## src/rtl/mchan_ctrl_init_if.sv

```systemverilog
// mchan_ctrl_init_if -- request/response bus from the MCHAN control initiator
// to the DMA command/status ports.
//   req/typ/be/add/data/id : request and its fields (typ 1 = read, 0 = write)
//   gnt                    : request accepted this cycle
//   r_valid/r_data/r_id    : response
// Modports: master = initiator (mchan_ctrl_init), slave = DMA side / model.
interface mchan_ctrl_init_if #(
    parameter int PE_ID_WIDTH = 1
);
    logic                   req;
    logic                   typ;
    logic [3:0]             be;
    logic [31:0]            add;
    logic [31:0]            data;
    logic [PE_ID_WIDTH-1:0] id;
    logic                   gnt;
    logic                   r_valid;
    logic [31:0]            r_data;
    logic [PE_ID_WIDTH-1:0] r_id;

    modport master (
        output req, typ, be, add, data, id,
        input  gnt, r_valid, r_data, r_id
    );

    modport slave (
        input  req, typ, be, add, data, id,
        output gnt, r_valid, r_data, r_id
    );
endinterface

```

## src/rtl/mchan_ctrl_init.sv

```systemverilog
// mchan_ctrl_init -- turns one descriptor into the MCHAN command sequence:
// read a SID, write cmd word / TCDM addr / ext addr / optional 2D word,
// optionally poll the status port until the SID is idle and clear it, then
// pulse done_o with the SID.
// Ports:
//   clk_i, rst_i          : clock, synchronous active-high reset
//   desc_*                : descriptor valid/ready handshake and fields
//   ctrl_init             : request/response bus (mchan_ctrl_init_if.master)
//   done_o, done_sid_o    : completion pulse and SID (SID held until next done)
//   err_o                 : poll timeout pulse (coincides with done_o)
//   busy_o                : not idle
// Build option: define MCHAN_CTRL_INIT_TIMEOUT_EN to bound POLL by
// TIMEOUT_CYCLES; otherwise POLL is unbounded and err_o is 0.
module mchan_ctrl_init #(
    parameter int          NB_TRANSFERS   = 4,
    parameter int          PE_ID_WIDTH    = 1,
    parameter int          PE_ID          = 0,
    parameter logic [31:0] CMD_ADD        = 32'h0000_0000,
    parameter logic [31:0] STATUS_ADD     = 32'h0000_0004,
    parameter int unsigned TIMEOUT_CYCLES = 1024,
    localparam int         SID_W          = (NB_TRANSFERS > 1) ? $clog2(NB_TRANSFERS) : 1
) (
    input  logic              clk_i,
    input  logic              rst_i,
    input  logic              desc_valid_i,
    output logic              desc_ready_o,
    input  logic [15:0]       desc_len_i,
    input  logic              desc_opc_i,
    input  logic              desc_inc_i,
    input  logic              desc_twd_i,
    input  logic              desc_wait_i,
    input  logic [31:0]       desc_tcdm_add_i,
    input  logic [31:0]       desc_ext_add_i,
    input  logic [31:0]       desc_twd_dat_i,
    mchan_ctrl_init_if.master ctrl_init,
    output logic              done_o,
    output logic [SID_W-1:0]  done_sid_o,
    output logic              err_o,
    output logic              busy_o
);
    typedef enum logic [3:0] {
        S_IDLE, S_GET_SID, S_CMD, S_TCDM, S_EXT, S_TWD, S_POLL, S_CLEAR, S_DONE
    } state_e;

    state_e           state, state_nxt;
    // pend: current request granted, its response not yet seen
    logic             pend, pend_nxt;
    logic             rsp, sid_ld, tmo_hit, tmo_exit;
    logic             req, typ;
    logic [31:0]      add, data;

    logic [15:0]      len_q;
    logic             opc_q, inc_q, twd_q, wait_q;
    logic [31:0]      tcdm_q, ext_q, twd_dat_q;
    logic [SID_W-1:0] sid, done_sid;

    // Responses only count while one is owed and carry our ID; anything else
    // (foreign IDs, stale responses after reset) falls through.
    assign rsp = pend && ctrl_init.r_valid && (ctrl_init.r_id == PE_ID_WIDTH'(PE_ID));

    always_comb begin
        state_nxt    = state;
        pend_nxt     = pend;
        req          = 1'b0;
        typ          = 1'b0;
        add          = '0;
        data         = '0;
        desc_ready_o = 1'b0;
        sid_ld       = 1'b0;
        tmo_exit     = 1'b0;

        // Request is a function of registered state only, so it and its
        // fields stay put however long gnt takes.
        if (state != S_IDLE && state != S_DONE) begin
            req = !pend;
            if (!pend && ctrl_init.gnt) pend_nxt = 1'b1;
            if (rsp)                    pend_nxt = 1'b0;
        end

        case (state)
            S_IDLE: begin
                desc_ready_o = 1'b1;
                if (desc_valid_i) state_nxt = S_GET_SID;
            end
            S_GET_SID: begin
                typ = 1'b1;
                add = CMD_ADD;
                if (rsp) begin
                    sid_ld    = 1'b1;
                    state_nxt = S_CMD;
                end
            end
            S_CMD: begin
                add = CMD_ADD;
                data = {13'b0, twd_q, inc_q, opc_q, len_q};
                if (rsp) state_nxt = S_TCDM;
            end
            S_TCDM: begin
                add  = CMD_ADD;
                data = tcdm_q;
                if (rsp) state_nxt = S_EXT;
            end
            S_EXT: begin
                add  = CMD_ADD;
                data = ext_q;
                if (rsp) state_nxt = twd_q ? S_TWD : (wait_q ? S_POLL : S_DONE);
            end
            S_TWD: begin
                add  = CMD_ADD;
                data = twd_dat_q;
                if (rsp) state_nxt = wait_q ? S_POLL : S_DONE;
            end
            S_POLL: begin
                typ = 1'b1;
                add = STATUS_ADD;
                // Timeout is only acted on at a response so a request in
                // flight is never withdrawn; a busy SID just re-polls.
                if (rsp) begin
                    if (!ctrl_init.r_data[sid]) begin
                        state_nxt = S_CLEAR;
                    end else if (tmo_hit) begin
                        tmo_exit  = 1'b1;
                        state_nxt = S_DONE;
                    end
                end
            end
            S_CLEAR: begin
                add  = STATUS_ADD;
                data = 32'(1) << sid;
                if (rsp) state_nxt = S_DONE;
            end
            S_DONE:  state_nxt = S_IDLE;
            default: state_nxt = S_IDLE;
        endcase
    end

    always_ff @(posedge clk_i) begin
        if (rst_i) begin
            state    <= S_IDLE;
            pend     <= 1'b0;
            sid      <= '0;
            done_sid <= '0;
        end else begin
            state <= state_nxt;
            pend  <= pend_nxt;
            if (sid_ld)              sid      <= ctrl_init.r_data[SID_W-1:0];
            if (state_nxt == S_DONE) done_sid <= sid;
        end
    end

    // Descriptor fields are pure datapath; only loaded on acceptance.
    always_ff @(posedge clk_i) begin
        if (state == S_IDLE && desc_valid_i) begin
            len_q     <= desc_len_i;
            opc_q     <= desc_opc_i;
            inc_q     <= desc_inc_i;
            twd_q     <= desc_twd_i;
            wait_q    <= desc_wait_i;
            tcdm_q    <= desc_tcdm_add_i;
            ext_q     <= desc_ext_add_i;
            twd_dat_q <= desc_twd_dat_i;
        end
    end

`ifdef MCHAN_CTRL_INIT_TIMEOUT_EN
    logic [31:0] poll_cnt;
    logic        err_q;

    // Counts cycles spent in POLL, saturating; cleared whenever we leave.
    always_ff @(posedge clk_i) begin
        if (rst_i || state != S_POLL) poll_cnt <= '0;
        else if (poll_cnt != '1)      poll_cnt <= poll_cnt + 32'd1;
    end

    always_ff @(posedge clk_i) begin
        if (rst_i) err_q <= 1'b0;
        else       err_q <= tmo_exit;
    end

    assign tmo_hit = (poll_cnt >= 32'(TIMEOUT_CYCLES));
    assign err_o   = err_q;
`else
    logic unused_cfg;
    assign unused_cfg = (TIMEOUT_CYCLES == 0) ^ tmo_exit;
    assign tmo_hit    = 1'b0;
    assign err_o      = 1'b0;
`endif

    assign ctrl_init.req  = req;
    assign ctrl_init.typ  = typ;
    assign ctrl_init.be   = 4'hF;
    assign ctrl_init.add  = add;
    assign ctrl_init.data = data;
    assign ctrl_init.id   = PE_ID_WIDTH'(PE_ID);

    assign done_o     = (state == S_DONE);
    assign done_sid_o = done_sid;
    assign busy_o     = (state != S_IDLE);
endmodule

```

## src/flat_wrapper.sv

```systemverilog
// flat-port wrapper written by rule: the top's interface ports become plain ports
module mchan_ctrl_init_flat 
#(
    parameter int          NB_TRANSFERS   = 4,
    parameter int          PE_ID_WIDTH    = 1,
    parameter int          PE_ID          = 0,
    parameter logic [31:0] CMD_ADD        = 32'h0000_0000,
    parameter logic [31:0] STATUS_ADD     = 32'h0000_0004,
    parameter int unsigned TIMEOUT_CYCLES = 1024,
    localparam int         SID_W          = (NB_TRANSFERS > 1) ? $clog2(NB_TRANSFERS) : 1
)
  (clk_i, rst_i, desc_valid_i, desc_ready_o, desc_len_i, desc_opc_i, desc_inc_i, desc_twd_i, desc_wait_i, desc_tcdm_add_i, desc_ext_add_i, desc_twd_dat_i, done_o, done_sid_o, err_o, busy_o, ctrl_init_req, ctrl_init_typ, ctrl_init_be, ctrl_init_add, ctrl_init_data, ctrl_init_id, ctrl_init_gnt, ctrl_init_r_valid, ctrl_init_r_data, ctrl_init_r_id);
  mchan_ctrl_init_if #(.PE_ID_WIDTH(PE_ID_WIDTH)) ctrl_init_i ();
  input  logic clk_i;
  input  logic rst_i;
  input  logic desc_valid_i;
  output logic desc_ready_o;
  input  logic [15:0] desc_len_i;
  input  logic desc_opc_i;
  input  logic desc_inc_i;
  input  logic desc_twd_i;
  input  logic desc_wait_i;
  input  logic [31:0] desc_tcdm_add_i;
  input  logic [31:0] desc_ext_add_i;
  input  logic [31:0] desc_twd_dat_i;
  output logic done_o;
  output logic [SID_W-1:0] done_sid_o;
  output logic err_o;
  output logic busy_o;
  output wire logic [$bits(ctrl_init_i.req)-1:0] ctrl_init_req;
  output wire logic [$bits(ctrl_init_i.typ)-1:0] ctrl_init_typ;
  output wire logic [$bits(ctrl_init_i.be)-1:0] ctrl_init_be;
  output wire logic [$bits(ctrl_init_i.add)-1:0] ctrl_init_add;
  output wire logic [$bits(ctrl_init_i.data)-1:0] ctrl_init_data;
  output wire logic [$bits(ctrl_init_i.id)-1:0] ctrl_init_id;
  input wire logic [$bits(ctrl_init_i.gnt)-1:0] ctrl_init_gnt;
  input wire logic [$bits(ctrl_init_i.r_valid)-1:0] ctrl_init_r_valid;
  input wire logic [$bits(ctrl_init_i.r_data)-1:0] ctrl_init_r_data;
  input wire logic [$bits(ctrl_init_i.r_id)-1:0] ctrl_init_r_id;
  assign ctrl_init_req = ctrl_init_i.req;
  assign ctrl_init_typ = ctrl_init_i.typ;
  assign ctrl_init_be = ctrl_init_i.be;
  assign ctrl_init_add = ctrl_init_i.add;
  assign ctrl_init_data = ctrl_init_i.data;
  assign ctrl_init_id = ctrl_init_i.id;
  assign ctrl_init_i.gnt = ctrl_init_gnt;
  assign ctrl_init_i.r_valid = ctrl_init_r_valid;
  assign ctrl_init_i.r_data = ctrl_init_r_data;
  assign ctrl_init_i.r_id = ctrl_init_r_id;
  mchan_ctrl_init #(.NB_TRANSFERS(NB_TRANSFERS), .PE_ID_WIDTH(PE_ID_WIDTH), .PE_ID(PE_ID), .CMD_ADD(CMD_ADD), .STATUS_ADD(STATUS_ADD), .TIMEOUT_CYCLES(TIMEOUT_CYCLES)) u_core (.clk_i(clk_i), .rst_i(rst_i), .desc_valid_i(desc_valid_i), .desc_ready_o(desc_ready_o), .desc_len_i(desc_len_i), .desc_opc_i(desc_opc_i), .desc_inc_i(desc_inc_i), .desc_twd_i(desc_twd_i), .desc_wait_i(desc_wait_i), .desc_tcdm_add_i(desc_tcdm_add_i), .desc_ext_add_i(desc_ext_add_i), .desc_twd_dat_i(desc_twd_dat_i), .ctrl_init(ctrl_init_i), .done_o(done_o), .done_sid_o(done_sid_o), .err_o(err_o), .busy_o(busy_o));
endmodule
```

## config.mk

```make
export PLATFORM = sky130hd
export DESIGN_NAME = mchan_ctrl_init_flat
export DESIGN_NICKNAME = d
export VERILOG_FILES = /design/src/rtl/mchan_ctrl_init_if.sv /design/src/rtl/mchan_ctrl_init.sv /design/src/flat_wrapper.sv
export SDC_FILE = /design/constraint.sdc
export NUM_CORES = 1
export LEC_CHECK = 0
export ABC_AREA = 1
export ABC_CLOCK_PERIOD_IN_PS = 4300
export BUFFER_PORTS_ARGS = -buffer_cell sky130_fd_sc_hd__buf_2
export CAP_MARGIN = 20
export CORE_MARGIN = 2
export CORE_UTILIZATION = 47
export DETAILED_ROUTE_END_ITERATION = 7
export PLACE_DENSITY = 0.79
export SYNTH_ARGS = -nofsm -noshare
export SYNTH_HDL_FRONTEND = slang
export SYNTH_SLANG_ARGS = --single-unit
export TNS_END_PERCENT = 50
```

## constraint.sdc

```tcl
create_clock -name clk_i -period 4.3 [get_ports clk_i]
set_input_delay 0.86 -clock clk_i [delete_from_list [all_inputs] [get_ports clk_i]]
set_output_delay 0.86 -clock clk_i [all_outputs]
set_load 0.01 [all_outputs]
```

==> results of run 1 <==
worst paths after layout:
| path | start | to | slack, ps |
|---|---|---|---|
| worst max-delay path | u_core.state[3]$_SDFF_PP0_ | ctrl_init_data[18] | 1000 |
| worst min-delay path | desc_ext_add_i[11] | u_core.ext_q[11]$_DFFE_PP_ | 520 |
| worst max register to register | u_core.state[0]$_SDFF_PP0_ | u_core.len_q[10]$_DFFE_PP_ | 1920 |
| worst min register to register | u_core.done_sid_o[0]$_SDFFE_PP0N_ | u_core.done_sid_o[0]$_SDFFE_PP0N_ | 550 |
layout make-up:
class | instances | area [sq um] | share of cell area (%)
inverter | 21 | 81.33 | 1.244
tap | 140 | 175.2 | 2.679
clock inverter | 14 | 168.9 | 2.584
timing repair buffer | 168 | 848.3 | 12.98
sequential | 125 | 3664 | 56.04
clock buffer | 18 | 417.9 | 6.392
multi-input combinational | 268 | 1182 | 18.09
logic make-up after synthesis:
group,count (synthesis),synth area share [%]
compound gates,20,2.122
flops,125,71.41
other cells,2,0.1464
simple gates,211,18.22
buf+inv,68,8.097
power by group:
group	internal, mW	switching [mW]	leakage, nW
registers	1.42	0.0217	1.18
clock network	0.881	0.519	0.275
logic	0.0514	0.0882	1.38
registers in the layout, summed over array words and instances, names as in the netlist:
register,count
u_core.pend,1
u_core.ext_q,32
u_core.opc_q,1
u_core.len_q,16
u_core.inc_q,1
u_core.tcdm_q,32
u_core.twd_dat_q,32
u_core.state,4
u_core.done_sid_o,2
u_core.wait_q,1
u_core.twd_q,1
u_core.sid,2
placed cells by master, fill, tap and decap left out, drive strengths merged, types with 6 or more instances in the layout:
master  synthesis  layout
clkinv          0       6
nor2           16      16
conb            2      37
nand3          36      36
buf            47     168
clkbuf          0      18
dfxtp           9       9
o21ai           6       6
a21oi          11      11
nand2         139     139
inv            21      22
edfxtp        116     116
nand4          17      17
metal layers:
layer	GRT usage [%]	routed length (um)
met3	5.726	839
met5	0	0
met1	22.82	4195
met2	35.22	6195
met4	8.425	204
critical path: stages, from the launching register on:
cell and delay, ps:
dfxtp_1 340, nor2_2 170, inv_1 100, nor2_2 590, buf_4 390, nand2_1 80
o2111ai_1 90, buf_2 170
through the flow:
step,util (%),setup WS [ps]
6_report,60.84,996.7
5_1_grt,60.84,842.3
4_1_cts,60.84,969.6
3_5_place_dp,55.38,1530
3_3_place_gp,55.38,1553
2_1_floorplan,-,648.3
==> impl_metrics.py, run 1 <==
metrics = {
    "clocking": {
        "cts.sink_count": 125,
        "cts_buffer_depth": 2,
        "path_clk_slew_ps": 60,
        "post_cts_buffers": 0,
        "cts.repair.resized": 0,
        "htreeDepth": 4,
        "cts_root_buf": "clkbuf_8",
        "clk_latency_ps": 510,
        "hold_buffers": 0,
        "cts_inserted_buffers": 17,
        "cts_tree": "done",
    },
    "worst_hold_path": {
        "min_path_cells": 1,
        "min_path_type": "input pin to register",
    },
    "synth": {
        "synth_cell_types": 26,
        "synth_seq_area_share_pct": 71.41,
        "ys_warn_count": 0,
        "avgSynthCellArea_sq_um": 12.04,
        "synth_area_leaders": "edfxtp_1, nand2_1, buf_4, dfxtp_1, nand3_1",
        "yosys_most_used_dff": "edfxtp_1",
        "netlist_area_sq_um": 5130,
        "synth-edff-count": 116,
        "ys_ff_latch": 125,
        "synth_top_area_share_pct": 67.90,
        "synth_area_leader_cell": "edfxtp_1",
        "yosysMostFrequentCell": "nand2_1",
        "synthTopCellsByCount": "nand2_1, edfxtp_1, buf_4",
        "async_flop_share_pct": 0,
        "synth_cells": 426,
    },
    "sta": {
        "worst_pin_slew_ps": 929.3,
        "fin_setup_tns_ps": 0,
        "final-hold-violation-count": 0,
        "period_minus_slack_ps": 3303,
        "max_freq_mhz": 302.7,
        "clock_skew_ps": 7.134,
        "fin_hold_ws_ps": 521.9,
        "relSlewSlack_pct": 37.90,
        "period_share_pct": 76.82,
        "slew_viol_final": 0,
        "setup_viol": 0,
        "rsz0062_at_grt": "false",
    },
    "route": {
        "wl_per_cell_um": 15.16,
        "vias_per_cell": 4.841,
        "drt_wl_total_um": 11430,
        "drcViolationCount": 0,
        "vias": 3650,
        "dr.pass1.iters": 5,
        "ant_nets": 0,
        "drt_first_iter_violations": 255,
    },
    "pwr": {
        "power.density_nw_per_um2": 456.8,
        "power_leakage_nw": 2.841,
        "irDropWorstVdd_mv": 0.2881,
        "finalPower_mw": 2.986,
    },
    "job": {
        "max-cap-violations": 0,
    },
    "global_route": {
        "first_global_vias": 3597,
        "overflow": 0,
        "grt_pass1_wl_um": 17380,
        "grt_max_degree": 63,
        "antenna_found_initial": 0,
        "gr-usage-all-layers_pct": 20.04,
    },
    "place": {
        "place_area_sq_um": 5951,
        "dp_cells": 722,
        "place_congestion": 0.8768,
        "dp_hpwl_um": 7660,
        "portBuffers": 165,
    },
    "layout": {
        "drive_gt1_share_pct": 34.53,
        "fillCellCount": 862,
        "finish.net_count": 755,
        "syn_to_final_growth_pct": 27.44,
        "instances_no_fill": 754,
        "insertedDiodeCount": 0,
        "fin_area_sq_um": 6538,
    },
    "die": {
        "fp-row-count": 38,
        "die_x_um": 108.5,
        "core_sq_um": 10750,
        "ioPinCount": 231,
        "die_area_sq_um": 11770,
        "die_h_um": 108.5,
        "start_util_pct": 47.74,
    },
    "critical_path": {
        "cp_max_fo": 19,
        "worstPathRequired_ps": 3440,
        "worst-setup-path-type": "register to primary output",
        "cp-end-kind": "primary output",
        "crit_arrival_ps": 2440,
        "startpoint_type": "register",
        "reg2regPathDepth": 6,
    },
    "outcome": {
        "status": "finished clean",
    },
}
Power figures use the tool's default switching activity.
==> run 2, diff against run 1 <==
- ABC_AREA: 1 -> 0
- ABC_CLOCK_PERIOD_IN_PS: 4300 -> 3300
- clock period: 4.3 -> 3.3 ns (I/O delays scaled with it)
==> impl_metrics.py, run 2 <==
metrics = {
    "route": {
        "vias": 3329,
        "ant_nets": 0,
        "wl_per_cell_um": 16.23,
        "vias_per_cell": 5.106,
        "drt_first_iter_violations": 306,
        "dr.pass1.iters": 8,
        "drcViolationCount": 0,
        "drt_wl_total_um": 10580,
    },
    "layout": {
        "mostFrequentLayoutCells": "buf_2, edfxtp_1, conb_1, nand2_1, a222oi_1",
        "multi_input_area_sq_um": 1070,
        "final_util_pct": 62.50,
        "regArea_sq_um": 3667,
        "drive_gt1_share_pct": 42.44,
        "syn_to_final_growth_pct": 28.70,
        "insertedDiodeCount": 0,
        "final_common_cell": "buf_2",
        "finish.net_count": 657,
        "fillCellCount": 773,
        "top_regs": "u_core.ext_q: 32 flops, u_core.tcdm_q: 32 flops, u_core.twd_dat_q: 32 flops",
    },
    "synth": {
        "synth_seq_area_share_pct": 73.07,
        "netlist_area_sq_um": 5014,
        "yosys_most_used_dff": "edfxtp_1",
        "ys_warn_count": 0,
        "synth_cell_types": 43,
        "synth_cells": 329,
        "synth-edff-count": 116,
        "async_flop_share_pct": 0,
        "ys_ff_latch": 125,
        "avgSynthCellArea_sq_um": 15.24,
        "synthTopCellsByCount": "edfxtp_1, buf_4, nand2_1",
        "synth_area_leader_cell": "edfxtp_1",
        "synth_top_area_share_pct": 69.48,
        "synth_area_leaders": "edfxtp_1, buf_4, a222oi_1, dfxtp_1, nand2_1",
        "yosysMostFrequentCell": "edfxtp_1",
    },
    "sta": {
        "rsz0062_at_grt": "false",
        "slew_viol_final": 0,
        "fin_setup_tns_ps": 0,
        "fin_hold_ws_ps": 322.3,
        "max_freq_mhz": 332.9,
        "clock_skew_ps": 8.046,
        "final-hold-violation-count": 0,
        "relSlewSlack_pct": 54.35,
        "period_share_pct": 91.03,
        "period_minus_slack_ps": 3004,
        "worst_pin_slew_ps": 681.9,
        "setup_ws_ps": 296.0,
        "setup_viol": 0,
    },
    "critical_path": {
        "cp-end-kind": "primary output",
        "critPathTopFamily": "simple AND/OR/NAND/NOR gates",
        "startpoint_type": "register",
        "crit_slowest_cell": "nor4b_4",
        "crit_arrival_ps": 2340,
        "worstPathRequired_ps": 2640,
        "cp_max_fo": 10,
        "worst-setup-path-type": "register to primary output",
        "crit_chain": "nor4b_4, buf_4, a222oi_1, nand2_1, buf_2",
        "path_buf_inv": 2,
        "slowest_delay_ps": 650,
    },
    "clocking": {
        "cts_inserted_buffers": 17,
        "clk_latency_ps": 510,
        "post_cts_buffers": 0,
        "path_clk_slew_ps": 60,
        "cts_tree": "done",
        "htreeDepth": 4,
        "cts_root_buf": "clkbuf_8",
        "cts_buffer_depth": 2,
        "cts.repair.resized": 0,
        "hold_buffers": 0,
        "cts.sink_count": 125,
    },
    "global_route": {
        "gr-usage-all-layers_pct": 19.15,
        "overflow": 0,
        "antenna_found_initial": 0,
        "first_global_vias": 3267,
        "grt_max_degree": 43,
        "grt_pass1_wl_um": 16080,
    },
    "die": {
        "start_util_pct": 48.56,
        "ioPinCount": 231,
        "core_sq_um": 10320,
        "fp-row-count": 37,
        "die_area_sq_um": 11510,
        "die_x_um": 107.3,
        "die_h_um": 107.3,
    },
    "pwr": {
        "irDropWorstVdd_mv": 0.4043,
        "power.density_nw_per_um2": 585.0,
        "power_leakage_nw": 2.832,
    },
    "outcome": {
        "status": "finished clean",
    },
    "place": {
        "place_ws_ps": 628.9,
        "dp_hpwl_um": 7326,
        "portBuffers": 165,
        "place_congestion": 0.7454,
    },
    "worst_hold_path": {
        "min_path_type": "input pin to register",
    },
    "job": {
        "max-cap-violations": 0,
    },
}
## run 2: cell count changes in the layout (fill, tap and decap cells not counted), sizes merged, moves of 6 or more
cell,change
a222oi,+28
buf,+7
nand2,-104
nor2,-6
nand3,-31
nand4,-16
a21oi,-7
## run 2: metal layers
layer | vias to the layer above | wire (um) | global-route usage [%]
met5 | - | 0 | 0
met1 | 1578 | 4085 | 22.56
li1 | 1551 | - | -
met3 | 12 | 1063 | 8.111
met4 | 0 | 159 | 7.978
met2 | 188 | 5276 | 30.92
## run 2: cell families (layout without fill, tap and decap cells)
kind of cell           Yosys count  count (layout)  share of synthesized area [%]
multiplexers                     6               6                          1.248
other                            2              37                         0.1498
buffers and inverters           72             224                          8.510
AND/OR/NAND/NOR                 72              72                          7.612
flip-flops                     125             125                          73.07
AO/OA/AOI/OAI                   52              52                          9.409
## run 2: layout make-up
| class | instances | area share [%] |
|---|---|---|
| Clock buffer | 18 | 6.477 |
| Multi-Input combinational cell | 167 | 16.58 |
| Clock inverter | 14 | 2.133 |
| Sequential cell | 125 | 56.84 |
| Inverter | 17 | 0.9889 |
| Tap cell | 136 | 2.637 |
| Timing Repair Buffer | 175 | 14.35 |
## run 2: final timing paths
kind	startpoint	endpoint	slack [ps]	cells past startpoint
worst max register to register	u_core.state[1]$_SDFF_PP0_	u_core.ext_q[29]$_DFFE_PP_	1220	6
worst max-delay path	u_core.state[1]$_SDFF_PP0_	ctrl_init_data[8]	300	5
worst min register to register	u_core.done_sid_o[0]$_SDFFE_PP0N_	u_core.done_sid_o[0]$_SDFFE_PP0N_	500	2
worst min-delay path	desc_tcdm_add_i[11]	u_core.tcdm_q[11]$_DFFE_PP_	320	1
## run 2: metrics by stage
stage                     instance area, sq um  std cells  total power [mW]
after floorplan                           5146        364             2.028
after global placement                    5893        620             2.093
after detailed placement                  5893        620             2.107
after CTS                                 6449        652             3.809
after global routing                      6452        652             3.917
final                                     6452        652             3.775
## run 2: power breakdown
group / total [mW] / leakage [nW] / internal, mW / switching (mW)
logic: 0.184 / 1.39 / 0.0788 / 0.105
clock network: 1.70 / 0.260 / 1.01 / 0.691
registers: 1.89 / 1.18 / 1.85 / 0.0345
total: 3.77 / 2.83 / 2.94 / 0.830
==> run 3, diff against run 2 <==
- CELL_PAD_IN_SITES_DETAIL_PLACEMENT: default -> 2
- CELL_PAD_IN_SITES_GLOBAL_PLACEMENT: default -> 2
- CORE_UTILIZATION: 47 -> 30
- SLEW_MARGIN: default -> 20
==> impl_metrics.py, run 3 (synthesized netlist as in run 2, its figures left out) <==
metrics = {
    "global_route": {
        "gr-usage-all-layers_pct": 15.79,
        "antenna_found_initial": 1,
        "grt_max_degree": 64,
        "grt_pass1_wl_um": 20930,
        "first_global_vias": 3756,
        "overflow": 0,
    },
    "die": {
        "die_h_um": 133.3,
        "start_util_pct": 30.45,
        "fp-row-count": 47,
        "core_sq_um": 16470,
        "ioPinCount": 231,
        "die_x_um": 133.3,
        "die_area_sq_um": 17760,
    },
    "layout": {
        "multi_input_area_sq_um": 1070,
        "fin_area_sq_um": 6660,
        "syn_to_final_growth_pct": 32.84,
        "regArea_sq_um": 3669,
        "final_common_cell": "buf_2",
        "finish.net_count": 662,
        "drive_gt1_share_pct": 42.42,
        "top_regs": "u_core.ext_q: 32 flops, u_core.tcdm_q: 32 flops, u_core.twd_dat_q: 32 flops",
        "instances_no_fill": 742,
        "fillCellCount": 1695,
        "mostFrequentLayoutCells": "buf_2, edfxtp_1, conb_1, nand2_1, a222oi_1",
    },
    "clocking": {
        "hold_buffers": 0,
        "htreeDepth": 4,
        "clk_latency_ps": 410,
        "cts_inserted_buffers": 17,
        "cts.sink_count": 125,
        "path_clk_slew_ps": 60,
        "cts_buffer_depth": 2,
        "cts_tree": "done",
        "cts_root_buf": "clkbuf_16",
    },
    "route": {
        "drcViolationCount": 0,
        "ant_nets": 0,
        "drt_first_iter_violations": 221,
        "vias": 3393,
        "wl_per_cell_um": 18.55,
        "dr.pass1.iters": 6,
        "drt_wl_total_um": 13760,
        "vias_per_cell": 4.573,
    },
    "place": {
        "dp_hpwl_um": 9691,
        "place_area_sq_um": 6001,
        "place_ws_ps": 411.7,
        "dp_cells": 706,
        "place_congestion": 0.7210,
        "portBuffers": 165,
    },
    "worst_hold_path": {
        "min_path_type": "input pin to register",
    },
    "critical_path": {
        "worst-setup-path-type": "register to primary output",
        "cp_max_fo": 17,
        "crit_arrival_ps": 2260,
        "startpoint_type": "register",
        "worstPathRequired_ps": 2640,
        "cp-end-kind": "primary output",
    },
    "sta": {
        "setup_viol": 0,
        "fin_setup_tns_ps": 0,
        "max_freq_mhz": 342.8,
        "final-hold-violation-count": 0,
        "worst_pin_slew_ps": 645.0,
        "rsz0062_at_grt": "false",
        "slew_viol_final": 0,
        "setup_ws_ps": 383.0,
        "period_minus_slack_ps": 2917,
        "period_share_pct": 88.39,
        "relSlewSlack_pct": 57.00,
        "clock_skew_ps": 12.82,
    },
    "outcome": {
        "status": "finished clean",
    },
    "pwr": {
        "power_leakage_nw": 2.899,
        "power.density_nw_per_um2": 610.0,
        "irDropWorstVdd_mv": 0.3286,
    },
    "job": {
        "max-cap-violations": 0,
    },
}
[run 3: timing repair]
action                     CTS  global route
gates cloned                 0             0
resized for setup            0             4
setup endpoints to repair    1             4
setup buffers                3             0
[run 3: routing by layer]
layer,global-route usage [%],up-vias,part of all wire (%)
li1,-,1559,-
met1,18.47,1670,40
met2,27.41,154,52
met3,4.871,10,6.8
met4,5.733,0,1.1
met5,0,-,0
[run 3: power by group]
group          total (mW)  switching [mW]  internal [mW]
clock network        1.98           0.650           1.33
logic               0.188           0.112         0.0765
registers            1.89          0.0379           1.86
[run 3: through the flow]
step / hold WS (ps) / total power, mW / utilization [%]
global route: 399.7 / 4.214 / 40.45
detailed placement: 505.7 / 2.117 / 36.44
finish: 421.2 / 4.063 / 40.45
CTS: 398.8 / 4.124 / 40.40
floorplan: 502.6 / 2.028 / -
global placement: 479.6 / 2.095 / 36.44
[run 3: worst max-delay path, stage by stage, from the launching register on]
cell	delay (ps)
dfxtp_2	560
nor4b_4	90
buf_4	170
buf_4	140
a22o_1	220
a221oi_1	310
o21ai_0	180
buf_2	180
[run 3: path summary, 6_finish.rpt]
kind,cells past startpoint,from,slack [ps],to
min reg2reg,2,u_core.done_sid_o[0]$_SDFFE_PP0N_,510,u_core.done_sid_o[0]$_SDFFE_PP0N_
max reg2reg,5,u_core.state[3]$_SDFF_PP0_,1370,u_core.tcdm_q[0]$_DFFE_PP_
max,7,u_core.state[1]$_SDFF_PP0_,380,ctrl_init_data[3]
min,1,desc_ext_add_i[7],420,u_core.ext_q[7]$_DFFE_PP_
[run 3: layout make-up]
class,count,share of cell area (%)
clock buffers,19,6.500
flip-flops and latches,125,55.08
repair buffers,180,14.28
inverters,17,0.9581
diodes,1,0.03757
well taps,220,4.133
clock inverters,13,2.949
multi-input cells,167,16.06
